**config.mk**
```make
export PLATFORM = sky130hd
export DESIGN_NAME = step_sequencer
export DESIGN_NICKNAME = d
export VERILOG_FILES = /design/src/rtl/step_sequencer.sv
export SDC_FILE = /design/constraint.sdc
export NUM_CORES = 1
export LEC_CHECK = 0
export ABC_CLOCK_PERIOD_IN_PS = 5700
export BUFFER_PORTS_ARGS = -buffer_cell sky130_fd_sc_hd__buf_2
export CAP_MARGIN = 20
export CORE_ASPECT_RATIO = 0.7
export CORE_MARGIN = 5
export CORE_UTILIZATION = 35
export CTS_BUF_LIST = sky130_fd_sc_hd__clkbuf_8
export CTS_CLUSTER_DIAMETER = 80
export DETAILED_ROUTE_END_ITERATION = 16
export PLACE_DENSITY_LB_ADDON = 0.12
export SKIP_CTS_REPAIR_TIMING = 1
export SLEW_MARGIN = 10
export SYNTH_ARGS = -nofsm -noshare
export SYNTH_HDL_FRONTEND = slang
export SYNTH_SLANG_ARGS = --single-unit
```
**constraint.sdc**
```tcl
create_clock -name clk -period 5.7 [get_ports clk]
set_input_delay 1.14 -clock clk [delete_from_list [all_inputs] [get_ports clk]]
set_output_delay 1.14 -clock clk [all_outputs]
set_load 0.02 [all_outputs]
```
**src/rtl/step_sequencer.sv**
```systemverilog
// Drum machine transport: a tempo prescaler plus a play/pause/stop FSM
// produce the step index, a step tick, and registered drum trigger pulses.
module step_sequencer #(
    parameter int PATTERN_WIDTH = 8,
    parameter int COUNT_WIDTH   = 4,
    parameter int DRUM_COUNT    = 5,
    parameter int TEMPO_WIDTH   = 16
) (
    input  logic                   clk,
    input  logic                   rst_n,
    input  logic                   start_i,
    input  logic                   pause_i,
    input  logic                   stop_i,
    input  logic [TEMPO_WIDTH-1:0] tempo_i,
    input  logic [DRUM_COUNT-1:0]  pattern_i,
    output logic [COUNT_WIDTH-1:0] n_o,
    output logic                   step_tick_o,
    output logic [DRUM_COUNT-1:0]  trig_o,
    output logic                   running_o
);

    typedef enum logic [1:0] {
        STOPPED,
        RUNNING,
        PAUSED
    } state_e;

    localparam logic [COUNT_WIDTH-1:0] LAST_STEP =
        COUNT_WIDTH'(PATTERN_WIDTH - 1);

    state_e                 state_q, state_d;
    logic [COUNT_WIDTH-1:0] n_q, n_d;
    logic [TEMPO_WIDTH-1:0] presc_q, presc_d;
    logic                   tick_q, tick_d;
    logic [DRUM_COUNT-1:0]  trig_q, trig_d;

    always_ff @(posedge clk or negedge rst_n) begin
        if (!rst_n) begin
            state_q <= STOPPED;
            n_q     <= '0;
            presc_q <= '0;
            tick_q  <= 1'b0;
            trig_q  <= '0;
        end else begin
            state_q <= state_d;
            n_q     <= n_d;
            presc_q <= presc_d;
            tick_q  <= tick_d;
            trig_q  <= trig_d;
        end
    end

    always_comb begin
        state_d = state_q;
        n_d     = n_q;
        presc_d = presc_q;
        tick_d  = 1'b0;
        // capture is keyed off the registered tick, so a trigger already
        // sampled still fires even if the transport stops this edge
        trig_d  = tick_q ? pattern_i : '0;
        unique case (state_q)
            STOPPED: begin
                n_d     = '0;
                presc_d = '0;
                if (start_i && !pause_i && !stop_i) begin
                    state_d = RUNNING;
                    tick_d  = 1'b1;
                end
            end
            RUNNING: begin
                if (stop_i) begin
                    state_d = STOPPED;
                    n_d     = '0;
                    presc_d = '0;
                end else if (pause_i) begin
                    state_d = PAUSED;
                end else if (presc_q >= tempo_i) begin
                    presc_d = '0;
                    n_d     = (n_q == LAST_STEP) ? '0 : n_q + 1'b1;
                    tick_d  = 1'b1;
                end else begin
                    presc_d = presc_q + 1'b1;
                end
            end
            PAUSED: begin
                if (stop_i) begin
                    state_d = STOPPED;
                    n_d     = '0;
                    presc_d = '0;
                end else if (start_i && !pause_i) begin
                    state_d = RUNNING;
                end
            end
            default: begin
                state_d = STOPPED;
                n_d     = '0;
                presc_d = '0;
            end
        endcase
    end

    assign n_o         = n_q;
    assign step_tick_o = tick_q;
    assign trig_o      = trig_q;
    assign running_o   = (state_q == RUNNING);

endmodule

```
### After elaboration in Yosys (flattened, before gate mapping)

Cells that the tools add are included.

| word-level totals | value |
|---|---|
| word-level logic and storage cells | 48 |
| bits in registers | 28 |
| input bits | 26 |

| operators by class | value |
|---|---|
| reductions and logical operators | 8 |
| equal/unequal tests | 9 |
| order comparisons | 1 |
| multiplexer cells | 23 |
| $add $sub $neg | 2 |

Operator list:

| kind | count |
|---|---|
| $mux W16 | 4 |
| $pmux W16 S2 | 1 |
| $mux W4 | 5 |
| $add A16 B1 Y16 const B | 1 |
| $ge A16 B16 Y1 | 1 |
| $mux W2 | 5 |
| $ne A3 B3 Y1 const B | 3 |
| $pmux W4 S2 | 1 |
| $pmux W2 S3 | 1 |
| $reduce_and A3 Y1 | 2 |
| $mux W5 | 1 |
| $add A4 B1 Y4 const B | 1 |
| $eq A4 B3 Y1 const B | 1 |
| $mux W1 | 4 |
| $ne A2 B2 Y1 const B | 2 |
| $ne A3 B2 Y1 const B | 1 |
| $eq A2 B1 Y1 const B | 1 |
| $eq A2 B2 Y1 const B | 1 |
| $logic_and A1 B1 Y1 | 2 |
| $logic_not A1 Y1 | 2 |
| $logic_not A2 Y1 | 1 |
| $pmux W1 S2 | 1 |
| $reduce_and A2 Y1 | 1 |

### Longest topological paths before layout

| depth | value |
|---|---|
| depth in word-level cells | 6 |
| gate-level depth with buffers | 9 |
| depth with buffers taken out | 8 |

### Least setup slack after synthesis

Ideal clock, no wire load.

| timing path | value |
|---|---|
| kind | input-to-reg |
| from | in tempo_i[6] |
| to | reg n_q[0], in the netlist n_o[0] |
| path buffers | 0 |
| data required time | 5.572 ns |
| arrival time | 2.736 ns |
| cell stages on the path | 8 |
| slack | 2.836 ns |
| cells stage by stage | inv_1 -> ha_1 -> o21a_1 -> o21ai_1 -> a2111oi_4 -> a21oi_2 -> a21oi_2 -> mux2_1 |

| between the ends | value |
|---|---|
| cells in the longest elaborated chain, start to end | 3 |

Ends and longest elaborated chain:

| element | line | text |
|---|---|---|
| start: declaration | 14 | `input logic [TEMPO_WIDTH-1:0] tempo_i,` |
| $ge A16 B16 Y1 | 77 | `end else if (presc_q >= tempo_i) begin` |
| $ne A3 B2 Y1 (no source line) | -- |  |
| $reduce_and A3 Y1 (no source line) | -- |  |
| end signal: assignment | 46 | `n_q <= n_d;` |
| end: declaration | 32 | `logic [COUNT_WIDTH-1:0] n_q, n_d;` |

Every way passes these cells.
A chain may end at the register's enable or synchronous reset.

### Final worst setup path

Ends and elaborated chain as after synthesis.

==> run_results.csv <==
group,metric,value,unit
placement,gp_congestion,0.7438,
yosys,synth.cell_area,1740,µm²
yosys,syn_inst,182,
global_route,gr-usage-all-layers,12.06,%
detailed_routing,route.met2.wl,1531,µm
yosys,synth.largest_area_cell,"dfrtp_1",
yosys,synth_simple_gate_area_share,18.12,%
floorplan,die_h,69,µm
yosys,netlist.area_leader.share,40.26,%
global_route,grt_pass1_wl,6279,µm
yosys,synth_seq_cells,28,
floorplan,die_area,6506,µm²
clock_network,h-tree-depth,1,
detailed_routing,route.detailed.drc,0,
sta,whs,0.5630,ns
detailed_routing,drt-initial-drc-count,59,
detailed_routing,maxUsedRoutingLayer,"met4",
setup_path,start_kind,"input port",
sta,finClkSkew,0.001335,ns
floorplan,placementRows,21,
setup_path,cp_max_fo,17,
sta,tightest_slew,0.8084,ns
placement,portBuffers,36,
sta,fin_crit_sh,54.88,%
detailed_routing,vias,1336,
pwr,finalPower,0.4037,mW
hold_path,holdCritPathClass,"flip-flop to flip-flop",
clock_network,cts_root_buffer,"clkbuf_8",
setup_path,crit_chain,"buf_2, inv_1, ha_1, o21a_1, o21ai_1, a2111oi_4, a21oi_2, a21oi_2, mux2_1",
yosys,synth_commonest_cells,"dfrtp_1, inv_1, ha_1, nor2_1",
yosys,synth_xor_area_share,6.542,%
clock_network,cts_tree,"done",
global_route,antenna_found_initial,0,
yosys,synth-edff-count,0,
detailed_routing,wl_met1,1954,µm
floorplan,die_x,94.29,µm
yosys,ys.flop_type,"dfrtp_1",
clock_network,insertion_delay,0.28,ns
global_route,grt_max_degree,29,
finish,syn_to_final_growth,18.48,%
sta,finalSetupTns,0,ns
sta,max_slew_margin,46.10,%
sta,rsz0062_at_grt,"false",
global_route,grt_pass1_vias,1308,
yosys,yosys_warnings,0,
setup_path,slowest_delay,0.67,ns
floorplan,core_area,4808,µm²
yosys,synth-async-reset-ratio,100.0,%
detailed_routing,routed_wl,3707,µm
clock_network,cts_buffers,3,
yosys,synth_top_family_by_area,"simple AND/OR/NAND/NOR gates",
finish,final_core_util,42.88,%
finish,num_antenna_cells,0,
yosys,ys_seq_area_share,40.26,%
yosys,yosysMostFrequentCell,"dfrtp_1",
pwr,peakVddDrop,83.49,µV
run_status,status,"finished clean",
sta,setup_viol_count_final,0,
floorplan,io_pins,37,
finish,fin_cells,288,
yosys,synthMuxAreaShare,1.222,%
detailed_routing,wl_per_cell,12.87,µm
job,maxCapViolations,0,
pwr,pwr_density_cell,195.8,nW/µm²
yosys,yosysUniqueCellTypes,40,
yosys,syn_avg_cell_area,9.563,µm²
floorplan,initial_utilization,36.20,%
detailed_routing,dr.pass1.iters,4,
detailed_routing,drtAntennaViolNets,0,
detailed_routing,wl_met3,185,µm
setup_path,worstSetupPathType,"input port to flip-flop",
yosys,synthesis.nets,226,
finish,fill_cells,484,
finish,drive_gt1_share,20.55,%
setup_path,endpoint_kind,"flip-flop",
sta,clock.fmax,319.7,MHz
finish,final_nets,264,
sta,fin_crit,3.128,ns
placement,dp.cells,284,
setup_path,critPathSlowestCell,"a21oi_2",
detailed_routing,via_per_inst,4.639,
sta,slew_viol_final,0,
global_route,gr-total-overflow,0,
clock_network,cts.sinks,28,
setup_path,cpMostUsedCell,"a21oi_2",
yosys,synth-compound-area-share,15.24,%
clock_network,cts_max_path_buffers,2,
yosys,synthAdderAreaFrac,12.94,%
sta,hold_viol,0,
setup_path,worstPathArrival,3.30,ns
placement,dp_hpwl,2843,µm
pwr,power.leakage,1.076,nW
yosys,yosys-top-cells-area,"dfrtp_1, ha_1, xor2_1, inv_1, nor2_1",
setup_path,critPathRequiredTime,5.87,ns
clock_network,path_clk_slew,0.10,ns
worst paths after layout:
check,slack (ns),cells past startpoint,endpoint,from
max,2.57,9,n_o[0]$_DFFE_PN0P_,tempo_i[6]
min,0.56,2,n_o[1]$_DFFE_PN0P_,n_o[1]$_DFFE_PN0P_
max reg2reg,3.10,7,n_o[0]$_DFFE_PN0P_,presc_q[5]$_DFFE_PN0P_
min in group asynchronous,0.87,1,presc_q[6]$_DFFE_PN0P_,rst_n
min reg2reg,0.56,2,n_o[1]$_DFFE_PN0P_,n_o[1]$_DFFE_PN0P_
max in group asynchronous,4.41,1,presc_q[9]$_DFFE_PN0P_,rst_n
per-layer routing:
metal / GRT usage (%) / vias up
met3: 3.261 / 2
li1: - / 700
met1: 17.60 / 604
met5: 0 / -
met4: 2.885 / 0
met2: 17.61 / 30
where the power goes:
group	total, mW	switching (mW)	internal, mW
Sequential	0.203	0.00219	0.201
Combinational	0.0401	0.0238	0.0163
Clock	0.160	0.0662	0.0941
Total	0.404	0.0922	0.311
registers in the layout (all words and copies together), names as in the netlist:
signal and cells:
trig_o 5, step_tick_o 1, state_q 2, n_o 4, presc_q 16
through the flow:
stage	area, µm²	setup WS [ns]
4_1_cts	2062	2.527
5_1_grt	2062	2.406
3_5_place_dp	1991	2.216
2_1_floorplan	1740	2.836
6_report	2062	2.572
3_3_place_gp	1991	2.283
critical path: cells and delay by family:
family                     cells  cell delay [ns]
muxes                          1             0.38
AOI/OAI and AO/OA              5             1.40
buffers and inverters          2             0.10
adders and majority gates      1             0.28
layout make-up:
type / count / area [µm²] / share of cell area [%]
Multi-Input combinational cell: 129 / 940.9 / 45.63
Timing Repair Buffer: 36 / 180.2 / 8.738
Inverter: 22 / 82.58 / 4.005
Clock buffer: 3 / 41.29 / 2.002
Tap cell: 69 / 86.33 / 4.187
Sequential cell: 28 / 700.7 / 33.98
Clock inverter: 1 / 30.03 / 1.456
placed cells by master, fill, tap and decap left out, types with 7 or more instances in the layout:
cell / instances
nand2_1: 12
o21ai_0: 7
and2_1: 7
a21oi_1: 9
nor2_1: 17
inv_1: 22
dfrtp_1: 28
buf_2: 36
ha_1: 18
xor2_1: 12
logic make-up (layout without fill, tap and decap cells):
kind of cell / Yosys count / in the layout
AND/OR/NAND/NOR: 59 / 59
adder cells (fa/ha/maj): 18 / 18
XOR/XNOR: 13 / 13
buffers and inverters: 25 / 62
flip-flops: 28 / 28
multiplexers: 2 / 2
AO/OA/AOI/OAI: 37 / 37
No activity file was read; power rests on OpenSTA's default activity.
